## src/rtl/wb_arbiter_2m.sv

```systemverilog
// Two-master, one-slave Wishbone arbiter: round-robin grant held for the whole cycle,
// with a per-transfer ack watchdog that aborts hung transfers with an error pulse.
module wb_arbiter_2m #(
    parameter int unsigned TIMEOUT   = 255,
    parameter int unsigned CNT_WIDTH = 8
) (
    input  logic        clk,
    input  logic        rst,

    input  logic        wbs0_cyc_i,
    input  logic        wbs0_stb_i,
    input  logic        wbs0_we_i,
    input  logic [29:0] wbs0_addr_i,
    input  logic [2:0]  wbs0_cti_i,
    input  logic [1:0]  wbs0_bte_i,
    input  logic [3:0]  wbs0_sel_i,
    input  logic [31:0] wbs0_data_i,
    output logic [31:0] wbs0_data_o,
    output logic        wbs0_ack_o,
    output logic        wbs0_err_o,

    input  logic        wbs1_cyc_i,
    input  logic        wbs1_stb_i,
    input  logic        wbs1_we_i,
    input  logic [29:0] wbs1_addr_i,
    input  logic [2:0]  wbs1_cti_i,
    input  logic [1:0]  wbs1_bte_i,
    input  logic [3:0]  wbs1_sel_i,
    input  logic [31:0] wbs1_data_i,
    output logic [31:0] wbs1_data_o,
    output logic        wbs1_ack_o,
    output logic        wbs1_err_o,

    output logic        wbm_cyc_o,
    output logic        wbm_stb_o,
    output logic        wbm_we_o,
    output logic [29:0] wbm_addr_o,
    output logic [2:0]  wbm_cti_o,
    output logic [1:0]  wbm_bte_o,
    output logic [3:0]  wbm_sel_o,
    output logic [31:0] wbm_data_o,
    input  logic [31:0] wbm_data_i,
    input  logic        wbm_ack_i,
    input  logic        wbm_err_i,

    output logic        timeout
);

    typedef enum logic [1:0] {
        S_IDLE = 2'd0,
        S_GNT0 = 2'd1,
        S_GNT1 = 2'd2
    } state_t;

    // Last count value before expiry; unused when the watchdog is disabled.
    localparam logic [CNT_WIDTH-1:0] CNT_LAST =
        (TIMEOUT == 0) ? '0 : CNT_WIDTH'(TIMEOUT - 1);

    state_t                 state_q, state_d;
    logic                   last_q, last_d;
    logic [CNT_WIDTH-1:0]   cnt_q, cnt_d;

    logic gnt0, gnt1, gnt_stb, abort;

    assign gnt0    = (state_q == S_GNT0);
    assign gnt1    = (state_q == S_GNT1);
    assign gnt_stb = (gnt0 & wbs0_stb_i) | (gnt1 & wbs1_stb_i);
    assign abort   = (TIMEOUT != 0) & gnt_stb & (cnt_q == CNT_LAST) & ~wbm_ack_i;

    always_ff @(posedge clk or posedge rst) begin
        if (rst) begin
            state_q <= S_IDLE;
            last_q  <= 1'b1;
            cnt_q   <= '0;
        end else begin
            state_q <= state_d;
            last_q  <= last_d;
            cnt_q   <= cnt_d;
        end
    end

    always_comb begin
        state_d = state_q;
        last_d  = last_q;
        unique case (state_q)
            S_IDLE: begin
                if (wbs0_cyc_i && wbs1_cyc_i) begin
                    if (last_q) begin
                        state_d = S_GNT0;
                        last_d  = 1'b0;
                    end else begin
                        state_d = S_GNT1;
                        last_d  = 1'b1;
                    end
                end else if (wbs0_cyc_i) begin
                    state_d = S_GNT0;
                    last_d  = 1'b0;
                end else if (wbs1_cyc_i) begin
                    state_d = S_GNT1;
                    last_d  = 1'b1;
                end
            end
            S_GNT0: if (!wbs0_cyc_i) state_d = S_IDLE;
            S_GNT1: if (!wbs1_cyc_i) state_d = S_IDLE;
            default: state_d = S_IDLE;
        endcase
    end

    // Counts only while a granted strobe waits; any termination restarts it.
    always_comb begin
        cnt_d = '0;
        if (gnt_stb && !wbm_ack_i && !wbm_err_i && !abort)
            cnt_d = cnt_q + CNT_WIDTH'(1);
    end

    always_comb begin
        wbm_cyc_o   = 1'b0;
        wbm_stb_o   = 1'b0;
        wbm_we_o    = 1'b0;
        wbm_addr_o  = '0;
        wbm_cti_o   = '0;
        wbm_bte_o   = '0;
        wbm_sel_o   = '0;
        wbm_data_o  = '0;
        wbs0_ack_o  = 1'b0;
        wbs0_err_o  = 1'b0;
        wbs0_data_o = '0;
        wbs1_ack_o  = 1'b0;
        wbs1_err_o  = 1'b0;
        wbs1_data_o = '0;
        timeout     = abort;
        if (gnt0) begin
            wbm_cyc_o   = wbs0_cyc_i;
            wbm_stb_o   = wbs0_stb_i & ~abort;
            wbm_we_o    = wbs0_we_i;
            wbm_addr_o  = wbs0_addr_i;
            wbm_cti_o   = wbs0_cti_i;
            wbm_bte_o   = wbs0_bte_i;
            wbm_sel_o   = wbs0_sel_i;
            wbm_data_o  = wbs0_data_i;
            wbs0_ack_o  = wbm_ack_i & ~abort;
            wbs0_err_o  = wbm_err_i | abort;
            wbs0_data_o = wbm_data_i;
        end else if (gnt1) begin
            wbm_cyc_o   = wbs1_cyc_i;
            wbm_stb_o   = wbs1_stb_i & ~abort;
            wbm_we_o    = wbs1_we_i;
            wbm_addr_o  = wbs1_addr_i;
            wbm_cti_o   = wbs1_cti_i;
            wbm_bte_o   = wbs1_bte_i;
            wbm_sel_o   = wbs1_sel_i;
            wbm_data_o  = wbs1_data_i;
            wbs1_ack_o  = wbm_ack_i & ~abort;
            wbs1_err_o  = wbm_err_i | abort;
            wbs1_data_o = wbm_data_i;
        end
    end

endmodule

```

## config.mk

```make
export PLATFORM = sky130hd
export DESIGN_NAME = wb_arbiter_2m
export DESIGN_NICKNAME = d
export VERILOG_FILES = /design/src/rtl/wb_arbiter_2m.sv
export SDC_FILE = /design/constraint.sdc
export NUM_CORES = 1
export LEC_CHECK = 0
export CORE_AREA = 2 2 125 127
export CTS_BUF_LIST = sky130_fd_sc_hd__clkbuf_4
export DETAILED_ROUTE_END_ITERATION = 10
export DIE_AREA = 0 0 127 129
export PLACE_DENSITY_LB_ADDON = 0.12
export SETUP_SLACK_MARGIN = 0.05
export SYNTH_ARGS = -nofsm -noshare
export SYNTH_HDL_FRONTEND = slang
export SYNTH_SLANG_ARGS = --single-unit
```

## constraint.sdc

```tcl
create_clock -name clk -period 4.64 [get_ports clk]
set_input_delay 1.392 -clock clk [delete_from_list [all_inputs] [get_ports clk]]
set_output_delay 1.392 -clock clk [all_outputs]
set_load 0.02 [all_outputs]
```

==> flow_metrics.py <==
metrics = {
    "run_status": {
        "outcome": "complete, no violations",
    },
    "logic_synthesis": {
        "syn_area_mm2": 0.00178,
        "synth_cells": 229,
        "avgSynthCellArea_um2": 7.77,
        "synth_cell_types": 32,
        "yosysWarnings": 0,
        "synth_seq_cells": 11,
        "syn_nets": 415,
        "ys_seq_area_share_pct": 15.5,
    },
    "power_and_ir_drop": {
        "p_per_area_mw_per_mm2": 251,
        "total_power_mw": 1.32,
        "ir_drop_v": 0.000123,
        "p_leak_nw": 1.99,
    },
    "drt": {
        "wire_per_inst_um": 17.7,
        "ant_nets": 0,
        "firstDrtPassIters": 4,
        "wl_um": 12900,
        "vias": 2990,
        "drc": 0,
        "viasPerCell": 4.11,
        "drt-initial-drc-count": 96,
    },
    "global_route": {
        "grt_max_degree": 64,
        "antenna_found_initial": 0,
        "grt_usage_pct": 14.0,
        "grt_pass1_wl_um": 17700,
        "overflow": 0,
        "first_global_vias": 2812,
    },
    "die": {
        "start_util_pct": 11.9,
        "core_mm2": 0.0150,
        "dieArea_mm2": 0.0164,
        "die_width_um": 127,
        "num_rows": 45,
        "ios": 327,
        "dieHeight_um": 129,
    },
    "finish": {
        "drive_gt1_share_pct": 2.60,
        "nFillCells": 1536,
        "area_growth_pct": 195,
        "multiInputGateArea_mm2": 0.00137,
        "n_antenna_cell": 0,
        "seq_area_um2": 277,
        "finish.net_count": 726,
    },
    "clocking": {
        "cts.clk_slew.worst_paths_ns": 0.08,
        "cts_tree": "built",
        "post_cts_buffers": 0,
        "cts_hold_buf": 0,
        "clockBufferDepth": 2,
        "root_buffer": "clkbuf_4",
        "h-tree-depth": 1,
        "numCtsBuffers": 3,
        "clock-sinks": 11,
        "worstSkewPairLatency_ns": 0.27,
    },
    "place": {
        "post-place-ws_ns": 0.0288,
        "gp_congestion": 0.778,
        "io_buffers": 326,
        "dpl.hpwl_um": 10900,
    },
    "worst_setup_path": {
        "critPathArrivalTime_ns": 3.11,
        "critPathMostFrequentCell": "clkdlybuf4s50_1",
        "start_kind": "input pin",
        "crit_type": "in2out",
        "cp-end-kind": "primary output",
        "path_cells": "clkdlybuf4s50_1, nand3b_1, a2111o_1, inv_1, clkdlybuf4s50_1",
        "cpMaxStageDelayCell": "clkdlybuf4s50_1",
        "timing.critical_path.slowest_cell_delay_ns": 0.60,
        "cp_max_fo": 3,
        "required_ns": 3.25,
    },
    "sta": {
        "fin_hold_ws_ns": 0.525,
        "fmax_ghz": 0.222,
        "clock_skew_ns": 0.00339,
        "fin_crit_sh_pct": 97.1,
        "rsz0062_at_grt": "false",
        "finalCriticalPeriod_ns": 4.50,
        "layout_setup_ws_ns": 0.137,
        "slew_headroom_pct": 59.7,
        "slew_viol_final": 0,
        "finalSetupTns_ns": 0,
        "setup-violations-final": 0,
        "worstMarginPinSlew_ns": 0.603,
        "hold_violations": 0,
    },
    "min_path": {
        "hold_class": "reg2reg",
    },
    "flow_run": {
        "drv_cap": 0,
    },
}
## critical path, delay by kind of cell
kind | cells | cell delay [ns]
buffers and inverters | 3 | 1.14
AOI/OAI and AO/OA | 1 | 0.48
and+or+nand+nor | 1 | 0.11
## registers in the layout (all words and copies together) (netlist names)
register and count:
cnt_q 8, last_q 1, state_q 2
## routing by layer
metal  vias up  routed length (um)  GRT usage, %
li1       1465                   -             -
met1      1398                4830          15.6
met2       121                7070          27.4
met3         6                 906          3.37
met4         0                  95          2.07
met5         -                   0             0
## placed cells by master (no fill, tap or decap)
master,n
a2111o_1,1
a211o_1,1
a211oi_1,1
a21boi_1,2
a21oi_1,4
a22o_1,72
a31oi_1,1
and2_1,67
and3_2,1
buf_12,2
buf_4,2
clkbuf_4,3
clkdlybuf4s50_1,324
clkinv_2,1
dfrtp_1,10
dfstp_2,1
dlygate4sd2_1,2
ha_1,2
inv_1,5
inv_2,1
nand2_1,4
nand2b_1,2
nand3_1,3
nand3b_1,2
nand4_2,1
nor2_1,4
nor2_4,1
nor2b_1,1
nor2b_4,1
nor3_1,7
o21ai_0,3
o31ai_1,2
or3_1,1
or4_1,1
xnor2_1,1
xor2_1,2
## synth_stat cells
library cell / count / share of area, %
inv_2: 1 / 0.21
xor2_1: 2 / 0.98
or4_1: 1 / 0.42
a2111o_1: 1 / 0.63
nor2b_1: 2 / 0.70
inv_1: 5 / 1.1
nor3_1: 7 / 2.0
dfrtp_1: 10 / 14
dfstp_2: 1 / 1.5
a31oi_1: 1 / 0.35
or3_1: 1 / 0.35
a21oi_1: 4 / 1.1
a21boi_1: 2 / 0.84
a211o_1: 1 / 0.49
ha_1: 2 / 1.4
nand2_1: 4 / 0.84
clkbuf_1: 6 / 1.3
a211oi_1: 1 / 0.42
nand3_1: 3 / 0.84
xnor2_1: 1 / 0.49
a22o_1: 72 / 35
nand2b_1: 2 / 0.70
nand3b_1: 2 / 0.84
o21ai_0: 3 / 0.84
nand4_2: 1 / 0.70
nor2_1: 4 / 0.84
o31ai_1: 2 / 0.84
and2_1: 67 / 24
buf_4: 3 / 1.3
buf_2: 15 / 4.2
and3_2: 1 / 0.42
nor2_2: 1 / 0.35
## area by class of cell
class / count / area share, %
clock inverter: 1 / 0.0953
clock buffer: 3 / 0.429
sequential: 11 / 5.27
timing repair buffer: 330 / 63.2
tap: 188 / 4.48
inverter: 6 / 0.429
multi-input combinational: 188 / 26.1
## report_power, final
| part | switching, mW | internal (mW) | leakage, nW |
|---|---|---|---|
| sequential | 0.0145 | 0.107 | 0.148 |
| combinational | 0.531 | 0.597 | 1.83 |
| clock | 0.0338 | 0.0319 | 0.0177 |
| total | 0.580 | 0.736 | 1.99 |
## per-stage QoR
step	utilization, %	area [um2]	cells
after floorplan	-	1780	229
after global placement	34.9	5230	723
after detailed placement	34.9	5230	723
after CTS	35.1	5250	727
after global routing	35.1	5250	727
final	35.1	5250	727
## final timing paths
check	from	to	slack, ns	cells past startpoint
max in group asynchronous	rst	last_q$_DFFE_PP1P_	2.89	2
hold reg to reg	last_q$_DFFE_PP1P_	last_q$_DFFE_PP1P_	0.52	2
min in group asynchronous	rst	cnt_q[0]$_DFF_PP0_	1.42	2
hold / removal	last_q$_DFFE_PP1P_	last_q$_DFFE_PP1P_	0.52	2
setup reg to reg	state_q[1]$_DFFE_PP0P_	cnt_q[5]$_DFF_PP0_	3.13	3
setup / recovery	wbs0_stb_i	timeout	0.14	5
## kinds of logic after synthesis
family	synth area share, %
compound gates	41.0
flops	15.5
simple gates	32.6
buf+inv	8.02
xor+xnor	1.48
fa+ha+maj	1.41
## timing repair
item | CTS | global route
endpoints found under the hold margin | 0 | 0
setup endpoints to repair | 2 | 0
resized for setup | 2 | 0
Note: power is estimated with default switching activity, not from simulation.
